## config.mk

```make
export PLATFORM = sky130hd
export DESIGN_NAME = mac_ram_bank
export DESIGN_NICKNAME = d
export VERILOG_FILES = /design/src/rtl/mac_ram_pkg.sv /design/src/rtl/mac_ram_dpram.sv /design/src/rtl/mac_ram_bank.sv
export SDC_FILE = /design/constraint.sdc
export NUM_CORES = 2
export LEC_CHECK = 0
export CORE_AREA = 2 2 570 572
export CTS_BUF_LIST = sky130_fd_sc_hd__clkbuf_2 sky130_fd_sc_hd__clkbuf_4 sky130_fd_sc_hd__clkbuf_8
export CTS_CLUSTER_SIZE = 8
export DETAILED_ROUTE_END_ITERATION = 10
export DIE_AREA = 0 0 572 574
export DONT_BUFFER_PORTS = 1
export GPL_ROUTABILITY_DRIVEN = 0
export PLACE_DENSITY = 0.68
export REMOVE_ABC_BUFFERS = 1
export SLEW_MARGIN = 40
export SYNTH_ARGS = -nofsm -noshare
export SYNTH_HDL_FRONTEND = slang
export SYNTH_SLANG_ARGS = --single-unit
```

## constraint.sdc

```tcl
create_clock -name clk -period 13.2 [get_ports clk]
set_input_delay 1.98 -clock clk [delete_from_list [all_inputs] [get_ports clk]]
set_output_delay 1.98 -clock clk [all_outputs]
set_load 0.05 [all_outputs]
```

## src/rtl/mac_ram_pkg.sv

```systemverilog
// Shared state encoding and default parameter values for the MAC accumulator RAM bank.
package mac_ram_pkg;

  localparam int DW_DEF   = 8;
  localparam int ACCW_DEF = 32;
  localparam int LAGW_DEF = 7;
  localparam int SAT_DEF  = 1;

  typedef enum logic [1:0] {
    IDLE  = 2'd0,
    MAC   = 2'd1,
    DRAIN = 2'd2,
    CLR   = 2'd3
  } state_t;

endpackage

```

## src/rtl/mac_ram_dpram.sv

```systemverilog
// Simple dual-port RAM: one synchronous write port, one registered read port.
module mac_ram_dpram #(
  parameter int WIDTH = 32,
  parameter int AW    = 7
) (
  input  logic             clk,
  input  logic             we,
  input  logic [AW-1:0]    waddr,
  input  logic [WIDTH-1:0] wdata,
  input  logic [AW-1:0]    raddr,
  output logic [WIDTH-1:0] rdata
);

  // No reset on the array so it maps onto block RAM; contents start at zero.
  logic [WIDTH-1:0] mem [2**AW] = '{default: '0};

  always_ff @(posedge clk) begin
    if (we) mem[waddr] <= wdata;
    rdata <= mem[raddr];
  end

endmodule

```

## src/rtl/mac_ram_bank.sv

```systemverilog
// Per-lag multiply-accumulate bank: each sample sweep adds a_reg*b[k] into ram[k] for every lag k.
module mac_ram_bank
  import mac_ram_pkg::*;
#(
  parameter int DW   = DW_DEF,
  parameter int ACCW = ACCW_DEF,
  parameter int LAGW = LAGW_DEF,
  parameter int SAT  = SAT_DEF
) (
  input  logic            clk,
  input  logic            rst_n,
  input  logic            sin,
  input  logic            clr,
  input  logic [DW-1:0]   a_in,
  input  logic [DW-1:0]   b_in,
  output logic [LAGW-1:0] lag_o,
  input  logic            rd_en,
  input  logic [LAGW-1:0] rd_addr,
  output logic [ACCW-1:0] rd_data,
  output logic            rd_valid,
  output logic            busy,
  output logic            ovf,
  output logic            overrun,
  output logic [ACCW-1:0] sample_cnt
);

  localparam logic [LAGW-1:0] K_LAST     = '1;
  localparam logic [LAGW-1:0] DRAIN_LAST = LAGW'(1);

  state_t          state, state_nx;
  logic [LAGW-1:0] k, k_nx;
  logic            sin_acc, clr_acc, rd_acc;

  logic [DW-1:0]     a_reg;
  logic              v1;
  logic [LAGW-1:0]   addr1;
  logic [2*DW-1:0]   prod1;
  logic              s2_we;
  logic [LAGW-1:0]   s2_addr;
  logic [ACCW-1:0]   s2_data;
  logic [ACCW:0]     sum;
  logic              carry;
  logic [ACCW-1:0]   sum_fix;

  logic              ram_we;
  logic [LAGW-1:0]   ram_waddr, ram_raddr;
  logic [ACCW-1:0]   ram_wdata, ram_q;
  logic [ACCW-1:0]   held;

  always_ff @(posedge clk or negedge rst_n) begin
    if (!rst_n) begin
      state <= IDLE;
      k     <= '0;
    end else begin
      state <= state_nx;
      k     <= k_nx;
    end
  end

  // k doubles as lag index in MAC, drain timer in DRAIN and clear address in CLR.
  always_comb begin
    state_nx = state;
    k_nx     = k;
    sin_acc  = 1'b0;
    clr_acc  = 1'b0;
    rd_acc   = 1'b0;
    case (state)
      IDLE: begin
        if (sin) begin
          sin_acc  = 1'b1;
          state_nx = MAC;
          k_nx     = '0;
        end else if (clr) begin
          clr_acc  = 1'b1;
          state_nx = CLR;
          k_nx     = '0;
        end else if (rd_en) begin
          rd_acc = 1'b1;
        end
      end
      MAC: begin
        k_nx = k + LAGW'(1);
        if (k == K_LAST) begin
          state_nx = DRAIN;
          k_nx     = '0;
        end
      end
      DRAIN: begin
        k_nx = k + LAGW'(1);
        if (k == DRAIN_LAST) begin
          state_nx = IDLE;
          k_nx     = '0;
        end
      end
      CLR: begin
        k_nx = k + LAGW'(1);
        if (k == K_LAST) begin
          state_nx = IDLE;
          k_nx     = '0;
        end
      end
      default: begin
        state_nx = IDLE;
        k_nx     = '0;
      end
    endcase
  end

  assign busy  = (state != IDLE);
  assign lag_o = (state == MAC) ? k : '0;

  assign ram_raddr = (state == MAC) ? k : rd_addr;
  assign ram_we    = (state == CLR) || s2_we;
  assign ram_waddr = (state == CLR) ? k : s2_addr;
  assign ram_wdata = (state == CLR) ? '0 : s2_data;

  mac_ram_dpram #(
    .WIDTH (ACCW),
    .AW    (LAGW)
  ) u_ram (
    .clk   (clk),
    .we    (ram_we),
    .waddr (ram_waddr),
    .wdata (ram_wdata),
    .raddr (ram_raddr),
    .rdata (ram_q)
  );

  // The extra top bit of sum catches the carry-out that marks an overflow.
  always_comb begin
    sum     = {1'b0, ram_q} + {{(ACCW + 1 - 2*DW){1'b0}}, prod1};
    carry   = sum[ACCW];
    sum_fix = (carry && (SAT != 0)) ? '1 : sum[ACCW-1:0];
  end

  always_ff @(posedge clk or negedge rst_n) begin
    if (!rst_n) begin
      a_reg   <= '0;
      v1      <= 1'b0;
      addr1   <= '0;
      prod1   <= '0;
      s2_we   <= 1'b0;
      s2_addr <= '0;
      s2_data <= '0;
    end else begin
      if (sin_acc) a_reg <= a_in;
      v1      <= (state == MAC);
      addr1   <= k;
      prod1   <= {{DW{1'b0}}, a_reg} * {{DW{1'b0}}, b_in};
      s2_we   <= v1;
      s2_addr <= addr1;
      s2_data <= sum_fix;
    end
  end

  always_ff @(posedge clk or negedge rst_n) begin
    if (!rst_n) begin
      ovf        <= 1'b0;
      overrun    <= 1'b0;
      sample_cnt <= '0;
    end else if (clr_acc) begin
      ovf        <= 1'b0;
      overrun    <= 1'b0;
      sample_cnt <= '0;
    end else begin
      if (sin && busy) overrun <= 1'b1;
      if (v1 && carry) ovf <= 1'b1;
      if (state == DRAIN && k == DRAIN_LAST && sample_cnt != '1)
        sample_cnt <= sample_cnt + ACCW'(1);
    end
  end

  // rd_data shows the fresh RAM word while rd_valid is high, else the last delivered word.
  always_ff @(posedge clk or negedge rst_n) begin
    if (!rst_n) begin
      rd_valid <= 1'b0;
      held     <= '0;
    end else begin
      rd_valid <= rd_acc;
      if (rd_valid) held <= ram_q;
    end
  end

  assign rd_data = rd_valid ? ram_q : held;

endmodule

```

==> run_results.csv <==
group,metric,value,unit
yosys,ys_ff_latch,4276,
sta,fmax,157,MHz
hold_path,hold_path_class,"reg -> reg",
grt,grt_pass1_wl,724000,um
die,core,323000,um2
drt,via_per_inst,6.58,
yosys,synthesis.area,167000,um2
grt,antenna_found_initial,45,
setup_path,reg2regPathDepth,10,
setup_path,r2r-start,"state[0]",
die,die_area,328000,um2
final_layout,fillers,23600,
sta,skew,95.5,ps
yosys,ys.flop_type,"edfxtp_1",
final_layout,drive_gt1_share,20.5,%
hold_path,min_from,"addr1[5]",
final_layout,final_common_cell,"edfxtp_1",
cts,clock_latency,1250,ps
sta,slew_viol_final,0,
sta,setup_viol,0,
drt,wl_per_cell,34.2,um
setup_path,startpoint,"state[0]",
final_layout,area_growth,12.4,%
outcome,outcome,"completed",
final_layout,regMostFlops,"u_ram.mem",
yosys,syn_inst,9982,
cts,cts_hold_buf,0,
job,maxCapViolations,0,
sta,hold_violations,0,
drt,first_pass_iters,8,
setup_path,worstPathRequired,14280,ps
grt,track_usage,31.4,%
yosys,avgSynthCellArea,16.7,um2
cts,path_clk_slew,70,ps
final_layout,final_nets,10600,
drt,postRouteAntennaNets,0,
final_layout,final_cell_mix,"edfxtp_1, nand2_1, clkbuf_8",
power_and_ir_drop,p_leak,62.3,nW
cts,cts_setup_buffers,0,
die,boundaryPins,103,
cts,clock-sinks,4276,
place,place_area,174000,um2
final_layout,fin_area,187000,um2
die,start_util,51.7,%
drt,first_iter_violations,17700,
setup_path,end_kind,"flop",
cts,cts-resized-gates,0,
yosys,synth_edf_count,4096,
sta,rsz0062_at_grt,"false",
yosys,async_flop_share,3.46,%
power_and_ir_drop,ir_worst_vdd,0.226,mV
setup_path,cp.arrival,7460,ps
place,dp_hpwl,296000,um
grt,grt_pass1_vias,96800,
die,die_x,572,um
yosys,ys_seq_area_share,76.4,%
sta,tightest_slew,984,ps
place,port_buffers,0,
die,fp-row-count,209,
yosys,yosysWarnings,0,
setup_path,criticalPathCategory,"reg -> reg",
cts,cts.path.max_buffers,4,
grt,grt_overflow_total,0,
sta,period_needed,6380,ps
die,die_h,574,um
setup_path,start_kind,"flop",
drt,drc_errors,0,
setup_path,critPathMaxFanout,95,
drt,vias,100000,
cts,cts_tree,"yes",
sta,maxSlewHeadroom,33.9,%
drt,wl,522000,um
yosys,ys_types,76,
final_layout,largest_reg_flops,4096,
power_and_ir_drop,power.density,230,nW/um2
final_layout,final_util,58.1,%
cts,cts_made_buffers,672,
cts,htreeDepth,6,
cts,ctsRootBufferMaster,"clkbuf_8",
sta,period_share,48.3,%
grt,grt_max_degree,165,
hold_path,min_path_cells,0,
area by class of cell:
type                            instances  area (um2)  share of cell area, %
Sequential cell                      4276      127000                   67.9
Multi-Input combinational cell       5043       38200                   20.4
Clock buffer                          986       11800                   6.27
Tap cell                             4325        5410                   2.89
Timing Repair Buffer                  347        3090                   1.65
Clock inverter                        155        1220                  0.653
Inverter                               95         357                  0.190
Antenna cell                           39        97.6                 0.0521
worst paths after layout:
| path | end | slack [ps] |
|---|---|---|
| max | u_ram.rdata[9] | 6820 |
| min | s2_addr[5] | 360 |
| max reg2reg | u_ram.rdata[9] | 6820 |
| min reg2reg | s2_addr[5] | 360 |
| max in group asynchronous | rd_valid | 12260 |
| min in group asynchronous | sample_cnt[30] | 480 |
worst max-delay path: stages (launching register included):
cell and delay, ps:
dfrtp_1 640, nand2b_4 420, buf_4 380, a21oi_4 570, buf_4 680, buf_12 540
mux4_2 580, a22o_1 260, a221oi_2 590, o2111ai_1 650, or4_1 670
per-stage QoR:
step | setup TNS [ps] | setup slack (ps) | power (W) | cells | hold WS (ps)
floorplan | -613480 | -19900 | 0.0297 | 9414 | 331
global placement | 0 | 5420 | 0.0314 | 14100 | 334
detailed placement | 0 | 6610 | 0.0318 | 14100 | 338
CTS | 0 | 7070 | 0.0427 | 15200 | 352
global route | 0 | 6830 | 0.0442 | 15300 | 364
finish | 0 | 6820 | 0.0430 | 15300 | 355
metal layers:
metal,track usage (%),up-vias,wire length [um]
met5,0,-,167
met4,19.9,20,37700
met3,8.04,1436,72000
met2,46.4,8121,231000
met1,41.7,50900,181000
li1,-,40000,-
synth_stat cells, types with 28 or more instances:
library cell / instances / area [um2]
edfxtp_1: 4096 / 123000
nand2_1: 1823 / 6840
mux4_2: 462 / 10400
nand3_1: 444 / 2220
nor2_1: 320 / 1200
a31oi_1: 255 / 1600
clkbuf_1: 251 / 942
mux2i_1: 228 / 2280
a32oi_1: 200 / 1750
buf_2: 193 / 966
dfrtp_1: 148 / 3700
nand4_1: 148 / 926
o21ai_0: 130 / 651
and3_1: 96 / 601
inv_1: 95 / 357
and2_1: 94 / 588
a22oi_1: 74 / 556
a21oi_1: 68 / 340
mux2_2: 64 / 721
ha_1: 55 / 688
buf_1: 53 / 199
buf_4: 48 / 360
o22ai_1: 44 / 275
a211oi_1: 43 / 323
a311oi_1: 41 / 359
a221oi_1: 37 / 324
fa_1: 37 / 741
nor4_1: 35 / 219
dfxtp_1: 32 / 641
or3_1: 28 / 175
cells by family after synthesis:
group,Yosys count,synth area share (%)
AOI/OAI and AO/OA,1038,4.48
and+or+nand+nor,3106,8.14
DFF,4276,76.4
muxes,754,8.04
buffers and inverters,663,1.85
xor gates and xnor gates,53,0.278
adders and majority gates,92,0.857
power breakdown:
| part | switching [W] | internal (W) |
|---|---|---|
| combinational | 0.0101 | 0.00376 |
| sequential | 0.000527 | 0.0176 |
| clock | 0.00523 | 0.00577 |
| total | 0.0159 | 0.0272 |
No activity file was read; power rests on OpenSTA's default activity.
